[src/rtl/ucore_pkg.sv]
// rtl/ucore_pkg.sv - shared ucore types and helpers
package ucore_pkg;

  typedef enum logic [1:0] {
    S_UNCFG = 2'd0,
    S_RUN   = 2'd1,
    S_DRAIN = 2'd2
  } fire_state_e;

  function automatic int credit_width(input int max_credits);
    return $clog2(max_credits + 1);
  endfunction

endpackage

[src/rtl/ucore_fire_ctrl_if.sv]
// rtl/ucore_fire_ctrl_if.sv - config, input-channel and FU handshake bundle
interface ucore_fire_ctrl_if #(
  parameter int NUM_INPUTS = 3,
  parameter int DATA_WIDTH = 32
);

  logic                             cfg_valid;
  logic [NUM_INPUTS-1:0]            cfg_mask;
  logic                             cfg_ready;
  logic [NUM_INPUTS-1:0]            ch_valid;
  logic [NUM_INPUTS*DATA_WIDTH-1:0] ch_data;
  logic [NUM_INPUTS-1:0]            ch_yumi;
  logic                             fu_valid;
  logic                             fu_ready;
  logic [NUM_INPUTS*DATA_WIDTH-1:0] fu_operands;
  logic                             fu_done;

  modport master (
    output cfg_valid, cfg_mask, ch_valid, ch_data, fu_ready, fu_done,
    input  cfg_ready, ch_yumi, fu_valid, fu_operands
  );

  modport slave (
    input  cfg_valid, cfg_mask, ch_valid, ch_data, fu_ready, fu_done,
    output cfg_ready, ch_yumi, fu_valid, fu_operands
  );

endinterface

[src/rtl/ucore_credit_counter.sv]
// rtl/ucore_credit_counter.sv - saturating in-flight credit counter
module ucore_credit_counter
  import ucore_pkg::*;
#(
  parameter int MAX = 4
) (
  input  logic                          clk,
  input  logic                          rst_n,
  input  logic                          inc,
  input  logic                          dec,
  output logic [credit_width(MAX)-1:0]  count,
  output logic                          full,
  output logic                          empty,
  output logic                          underflow
);

  localparam int W = credit_width(MAX);

  assign full      = (count == W'(MAX));
  assign empty     = (count == '0);
  // A release with nothing outstanding is reported, never applied.
  assign underflow = dec & ~inc & empty;

  always_ff @(posedge clk or negedge rst_n) begin
    if (!rst_n) begin
      count <= '0;
    end else if (inc && !dec && !full) begin
      count <= count + W'(1);
    end else if (dec && !inc && !empty) begin
      count <= count - W'(1);
    end
  end

endmodule

[src/rtl/ucore_fire_ctrl.sv]
// rtl/ucore_fire_ctrl.sv - dataflow firing controller for one ucore
module ucore_fire_ctrl
  import ucore_pkg::*;
#(
  parameter int NUM_INPUTS   = 3,
  parameter int DATA_WIDTH   = 32,
  parameter int MAX_INFLIGHT = 4,
  parameter int CNT_WIDTH    = 32
) (
  input  logic                 clk,
  input  logic                 rst_n,
  ucore_fire_ctrl_if.slave     bus,
  output logic                 busy,
  output logic                 err,
  output logic [CNT_WIDTH-1:0] fire_count
);

  localparam int IW = credit_width(MAX_INFLIGHT);

  fire_state_e           state;
  logic [NUM_INPUTS-1:0] mask;
  logic [IW-1:0]         inflight;
  logic                  credit_full;
  logic                  credit_empty;
  logic                  credit_underflow;
  logic                  operands_ready;
  logic                  fire;
  logic                  cfg_accept;

  // Unmasked channels count as present so they never block a fire.
  assign operands_ready = &(bus.ch_valid | ~mask);
  assign fire           = (state == S_RUN) & operands_ready & bus.fu_ready & ~credit_full;

  assign bus.fu_valid  = fire;
  assign bus.ch_yumi   = {NUM_INPUTS{fire}} & mask;
  assign bus.cfg_ready = (state == S_UNCFG) | ((state == S_DRAIN) & credit_empty);
  assign cfg_accept    = bus.cfg_valid & bus.cfg_ready;
  assign busy          = ~credit_empty | (state != S_UNCFG);

  for (genvar i = 0; i < NUM_INPUTS; i++) begin : g_lane
    assign bus.fu_operands[i*DATA_WIDTH +: DATA_WIDTH] =
      mask[i] ? bus.ch_data[i*DATA_WIDTH +: DATA_WIDTH] : '0;
  end

  ucore_credit_counter #(
    .MAX (MAX_INFLIGHT)
  ) u_inflight (
    .clk       (clk),
    .rst_n     (rst_n),
    .inc       (fire),
    .dec       (bus.fu_done),
    .count     (inflight),
    .full      (credit_full),
    .empty     (credit_empty),
    .underflow (credit_underflow)
  );

  // Accept only happens outside S_RUN, so it never coincides with a fire.
  always_ff @(posedge clk or negedge rst_n) begin
    if (!rst_n) begin
      state      <= S_UNCFG;
      mask       <= '0;
      fire_count <= '0;
      err        <= 1'b0;
    end else begin
      err <= err | credit_underflow;
      if (cfg_accept) begin
        mask       <= bus.cfg_mask;
        fire_count <= '0;
        state      <= (bus.cfg_mask != '0) ? S_RUN : S_UNCFG;
      end else begin
        if (fire) begin
          fire_count <= fire_count + CNT_WIDTH'(1);
        end
        case (state)
          S_RUN:   if (bus.cfg_valid) state <= S_DRAIN;
          S_UNCFG: state <= S_UNCFG;
          S_DRAIN: state <= S_DRAIN;
          default: state <= S_UNCFG;
        endcase
      end
    end
  end

  logic unused_ok;
  assign unused_ok = ^inflight;

endmodule

[src/flat_wrapper.sv]
// flat-port wrapper written by rule: the top's interface ports become plain ports
module ucore_fire_ctrl_flat import ucore_pkg::*;
#(
  parameter int NUM_INPUTS   = 3,
  parameter int DATA_WIDTH   = 32,
  parameter int MAX_INFLIGHT = 4,
  parameter int CNT_WIDTH    = 32
)
  (clk, rst_n, busy, err, fire_count, bus_cfg_valid, bus_cfg_mask, bus_ch_valid, bus_ch_data, bus_fu_ready, bus_fu_done, bus_cfg_ready, bus_ch_yumi, bus_fu_valid, bus_fu_operands);
  ucore_fire_ctrl_if #(.NUM_INPUTS(NUM_INPUTS), .DATA_WIDTH(DATA_WIDTH)) bus_i ();
  input  logic clk;
  input  logic rst_n;
  output logic busy;
  output logic err;
  output logic [CNT_WIDTH-1:0] fire_count;
  input wire logic [$bits(bus_i.cfg_valid)-1:0] bus_cfg_valid;
  input wire logic [$bits(bus_i.cfg_mask)-1:0] bus_cfg_mask;
  input wire logic [$bits(bus_i.ch_valid)-1:0] bus_ch_valid;
  input wire logic [$bits(bus_i.ch_data)-1:0] bus_ch_data;
  input wire logic [$bits(bus_i.fu_ready)-1:0] bus_fu_ready;
  input wire logic [$bits(bus_i.fu_done)-1:0] bus_fu_done;
  output wire logic [$bits(bus_i.cfg_ready)-1:0] bus_cfg_ready;
  output wire logic [$bits(bus_i.ch_yumi)-1:0] bus_ch_yumi;
  output wire logic [$bits(bus_i.fu_valid)-1:0] bus_fu_valid;
  output wire logic [$bits(bus_i.fu_operands)-1:0] bus_fu_operands;
  assign bus_i.cfg_valid = bus_cfg_valid;
  assign bus_i.cfg_mask = bus_cfg_mask;
  assign bus_i.ch_valid = bus_ch_valid;
  assign bus_i.ch_data = bus_ch_data;
  assign bus_i.fu_ready = bus_fu_ready;
  assign bus_i.fu_done = bus_fu_done;
  assign bus_cfg_ready = bus_i.cfg_ready;
  assign bus_ch_yumi = bus_i.ch_yumi;
  assign bus_fu_valid = bus_i.fu_valid;
  assign bus_fu_operands = bus_i.fu_operands;
  ucore_fire_ctrl #(.NUM_INPUTS(NUM_INPUTS), .DATA_WIDTH(DATA_WIDTH), .MAX_INFLIGHT(MAX_INFLIGHT), .CNT_WIDTH(CNT_WIDTH)) u_core (.clk(clk), .rst_n(rst_n), .bus(bus_i), .busy(busy), .err(err), .fire_count(fire_count));
endmodule
[config.mk]
export PLATFORM = sky130hd
export DESIGN_NAME = ucore_fire_ctrl_flat
export DESIGN_NICKNAME = d
export VERILOG_FILES = /design/src/rtl/ucore_pkg.sv /design/src/rtl/ucore_fire_ctrl_if.sv /design/src/rtl/ucore_credit_counter.sv /design/src/rtl/ucore_fire_ctrl.sv /design/src/flat_wrapper.sv
export SDC_FILE = /design/constraint.sdc
export NUM_CORES = 1
export LEC_CHECK = 0
export BUFFER_PORTS_ARGS = -buffer_cell sky130_fd_sc_hd__buf_4
export CAP_MARGIN = 25
export CORE_UTILIZATION = 36
export DETAILED_ROUTE_END_ITERATION = 12
export PLACE_DENSITY = 0.83
export SLEW_MARGIN = 5
export SYNTH_ARGS = -nofsm -noshare
export SYNTH_HDL_FRONTEND = slang
export SYNTH_SLANG_ARGS = --single-unit
[constraint.sdc]
create_clock -name clk -period 2.5 [get_ports clk]
set_input_delay 0.125 -clock clk [delete_from_list [all_inputs] [get_ports clk]]
set_output_delay 0.125 -clock clk [all_outputs]
set_load 0.03 [all_outputs]
==> summary.txt <==
Final Cell Area -> 5090 µm²
Syn avg cell area -> 8.54 µm²
Area Overhead vs Synth -> 69.8%
Critical hold path startpoint -> bus_cfg_valid
CTS root buf -> clkbuf_8
Largest net degree at the start of global routing -> 42
Final Hold Vio Count -> 0
Final period util -> 96.8%
First-pass GRT wire length -> 17.1 mm
DIE HEIGHT -> 93.2 µm
Syn_nets -> 463
Status -> finished clean
DP HPWL -> 9.39 mm
Slew HR -> 65.1%
Placed cell areas -> 4930 µm²
Detailed-router iteration count before antenna repair -> 4
Clock buffer count from CTS -> 5
FILL cells -> 685
Critical R2R Launch -> u_core.state[1]$_DFFE_PN0P_
Clock Latency Late Sink -> 0.30 ns
VDD IR-drop max -> 0.577 mV
Largest fanout on the critical path -> 3
Core area -> 7890 µm²
Number of max-cap violations -> 0
Clock Tree Buf Depth -> 2
Final Instance Count excl. Fillers -> 695
Yosys top cell area share -> 34.2%
CP startpoint -> u_core.state[1]$_DFFE_PN0P_
H-tree levels -> 2
Max-slew violation count -> 0
Worst-path clk slew -> 0.08 ns
Detailed-route DRC error count -> 0
Final Core Density -> 64.5%
Boundary Pins -> 242
Crit path kind -> reg2reg
Arr. time, crit path -> 2.66 ns
Synth Register Bits -> 41
CTS sink cnt -> 41
Num rows -> 32
Die area -> 8690 µm²
DP Cell Count -> 684
DR WL/cell -> 16.3 µm
Routability cong. -> 0.886
Setup TNS -> 0 ns
Post-route minimum period -> 2.42 ns
Power Dens Cells -> 878 nW/µm²
Vias in the first global route -> 3358
Antenna violations before repair -> 0
Leak -> 0.00249 µW
Ant diodes -> 0
Area leader, netlist -> dfrtp_1
Worst Path Required -> 2.74 ns
Grt total ovfl -> 0
Type of origin of the critical path -> flop
Final setup vio count -> 0
Post-DRT Antenna Nets -> 0
Count of cell types in the netlist -> 51
Fin Hold WS -> 0.0564 ns
Synth Instances -> 351
Final net count -> 704
Die width -> 93.2 µm
Share of flip-flops with an asynchronous set or reset -> 100%
DR vias -> 3485
Worst hold-check path type -> in2reg
CTS tree -> built
Seq. cell area -> 1030 µm²
Mapped cell area -> 3000 µm²
DR vias/cell -> 5.01
CP Capture Type -> flop
Buffers on Ports -> 241
DR iter-0 viols -> 152
Post-synthesis sequential area ratio -> 34.2%
Synth Flop Type -> dfrtp_1
Synth area leaders -> dfrtp_1 (34%), and2_1 (20%), xnor2_1 (4.1%)
Gr usage total -> 25.5%
Fmax achieved -> 413 MHz
Final WL -> 11.3 mm
Area of the multi-input gates -> 1880 µm²
Clock Skews -> 0.00526 ns
Pin slew with the least headroom to its limit -> 0.520 ns
Starting Density -> 38.0%
Synth Warn # -> 0
Layout cells sized above 1 -> 48.9%
EDFF count, synth -> 0
==> repair_timing <==
| item | 4_1_cts | 5_1_grt |
|---|---|---|
| endpoints found under the setup margin | 0 | 1 |
| hold buffers | 1 | 0 |
| hold endpoints to repair | 41 | 0 |
| resized for setup | 0 | 4 |
| setup buffers | 0 | 2 |
==> registers in the layout (all words and copies together) (netlist names) <==
name	cells
u_core.mask	3
u_core.u_inflight.count	3
u_core.state	2
u_core.err	1
u_core.fire_count	32
==> power by group <==
group	internal, µW	total, µW	switching [µW]
clock	326	562	237
combinational	1190	3060	1870
sequential	739	845	106
total	2250	4470	2210
==> Yosys cell counts, types with 2 or more instances <==
| library cell | instances |
|---|---|
| a21oi_1 | 15 |
| a31o_2 | 2 |
| and2_1 | 96 |
| and2_2 | 2 |
| and3_1 | 4 |
| and4_1 | 3 |
| buf_1 | 2 |
| buf_2 | 2 |
| clkbuf_1 | 13 |
| dfrtp_1 | 41 |
| ha_1 | 4 |
| inv_1 | 8 |
| mux2_2 | 3 |
| mux2i_1 | 2 |
| nand2_1 | 21 |
| nand3_1 | 9 |
| nand4_1 | 8 |
| nor2_1 | 25 |
| nor2b_4 | 2 |
| nor3_1 | 6 |
| nor3_2 | 2 |
| nor4_1 | 5 |
| nor4_2 | 4 |
| o21ai_0 | 14 |
| o221ai_1 | 2 |
| o31ai_1 | 2 |
| or3_1 | 13 |
| or4_1 | 2 |
| xnor2_1 | 14 |
| xor2_1 | 4 |
==> path summary, 6_finish.rpt <==
| kind | slack [ns] | cells past startpoint | to |
|---|---|---|---|
| worst max-delay path | 0.08 | 9 | u_core.u_inflight.count[2]$_DFFE_PN0P_ |
| worst min-delay path | 0.06 | 2 | u_core.state[1]$_DFFE_PN0P_ |
| worst max register to register | 0.08 | 9 | u_core.u_inflight.count[2]$_DFFE_PN0P_ |
| worst min register to register | 0.48 | 1 | u_core.err$_DFF_PN0_ |
| max in group asynchronous | 1.79 | 2 | u_core.state[1]$_DFFE_PN0P_ |
| min in group asynchronous | 0.35 | 2 | u_core.fire_count[31]$_DFFE_PN0P_ |
==> placed cells by master (no fill, tap or decap), types with 4 or more instances in the layout <==
| master | netlist | final |
|---|---|---|
| a21oi_1 | 15 | 15 |
| xnor2_1 | 14 | 14 |
| nand4_1 | 8 | 8 |
| nand3_1 | 9 | 9 |
| or3_1 | 13 | 12 |
| nor2_1 | 25 | 24 |
| buf_4 | 1 | 253 |
| dfrtp_1 | 41 | 41 |
| and2_1 | 96 | 96 |
| nor4_2 | 4 | 4 |
| nor4_1 | 5 | 5 |
| and3_1 | 4 | 4 |
| clkbuf_8 | 0 | 6 |
| inv_1 | 8 | 7 |
| o21ai_0 | 14 | 13 |
| xor2_1 | 4 | 4 |
| nor3_1 | 6 | 6 |
| nand2_1 | 21 | 20 |
==> cell type report <==
class	instances	share of cell area, %
clock buffer	7	1.70
clock inverter	1	0.590
inverter	8	0.590
multi-input combinational	282	36.9
sequential	41	20.2
tap	102	2.51
timing repair buffer	254	37.5
==> worst max-delay path, stage by stage (launching register included) <==
cell and delay, ns:
dfrtp_1 0.41, inv_2 0.09, ha_4 0.14, nand2_2 0.07, or4_4 0.42, or3_4 0.35
fa_2 0.38, nand2b_4 0.17, o221ai_2 0.16, o311a_1 0.19
==> per-layer routing <==
layer	vias up	track usage [%]	wire length, µm
met5	-	0	0
met4	0	4.74	119
met3	14	6.99	912
met2	179	44.1	5570
met1	1615	32.0	4740
li1	1677	-	-
==> cell families (layout without fill, tap and decap cells) <==
kind of cell / count (synthesis) / count (layout) / share of synthesized area, %
AND/OR/NAND/NOR: 213 / 213 / 43.9
AO/OA/AOI/OAI: 41 / 41 / 8.14
flip-flops: 41 / 41 / 34.2
buffers and inverters: 28 / 270 / 4.34
XOR/XNOR: 18 / 18 / 5.26
adder cells (fa/ha/maj): 5 / 5 / 2.34
multiplexers: 5 / 5 / 1.80
==> stage by stage <==
stage / setup WS, ns / power, µW
final: 0.0796 / 4470
after global routing: -0.0105 / 4680
after CTS: 0.0592 / 4460
after detailed placement: 0.0706 / 3900
after global placement: 0.169 / 3840
after floorplan: -0.0585 / 2720
No activity file was read; power rests on OpenSTA's default activity.
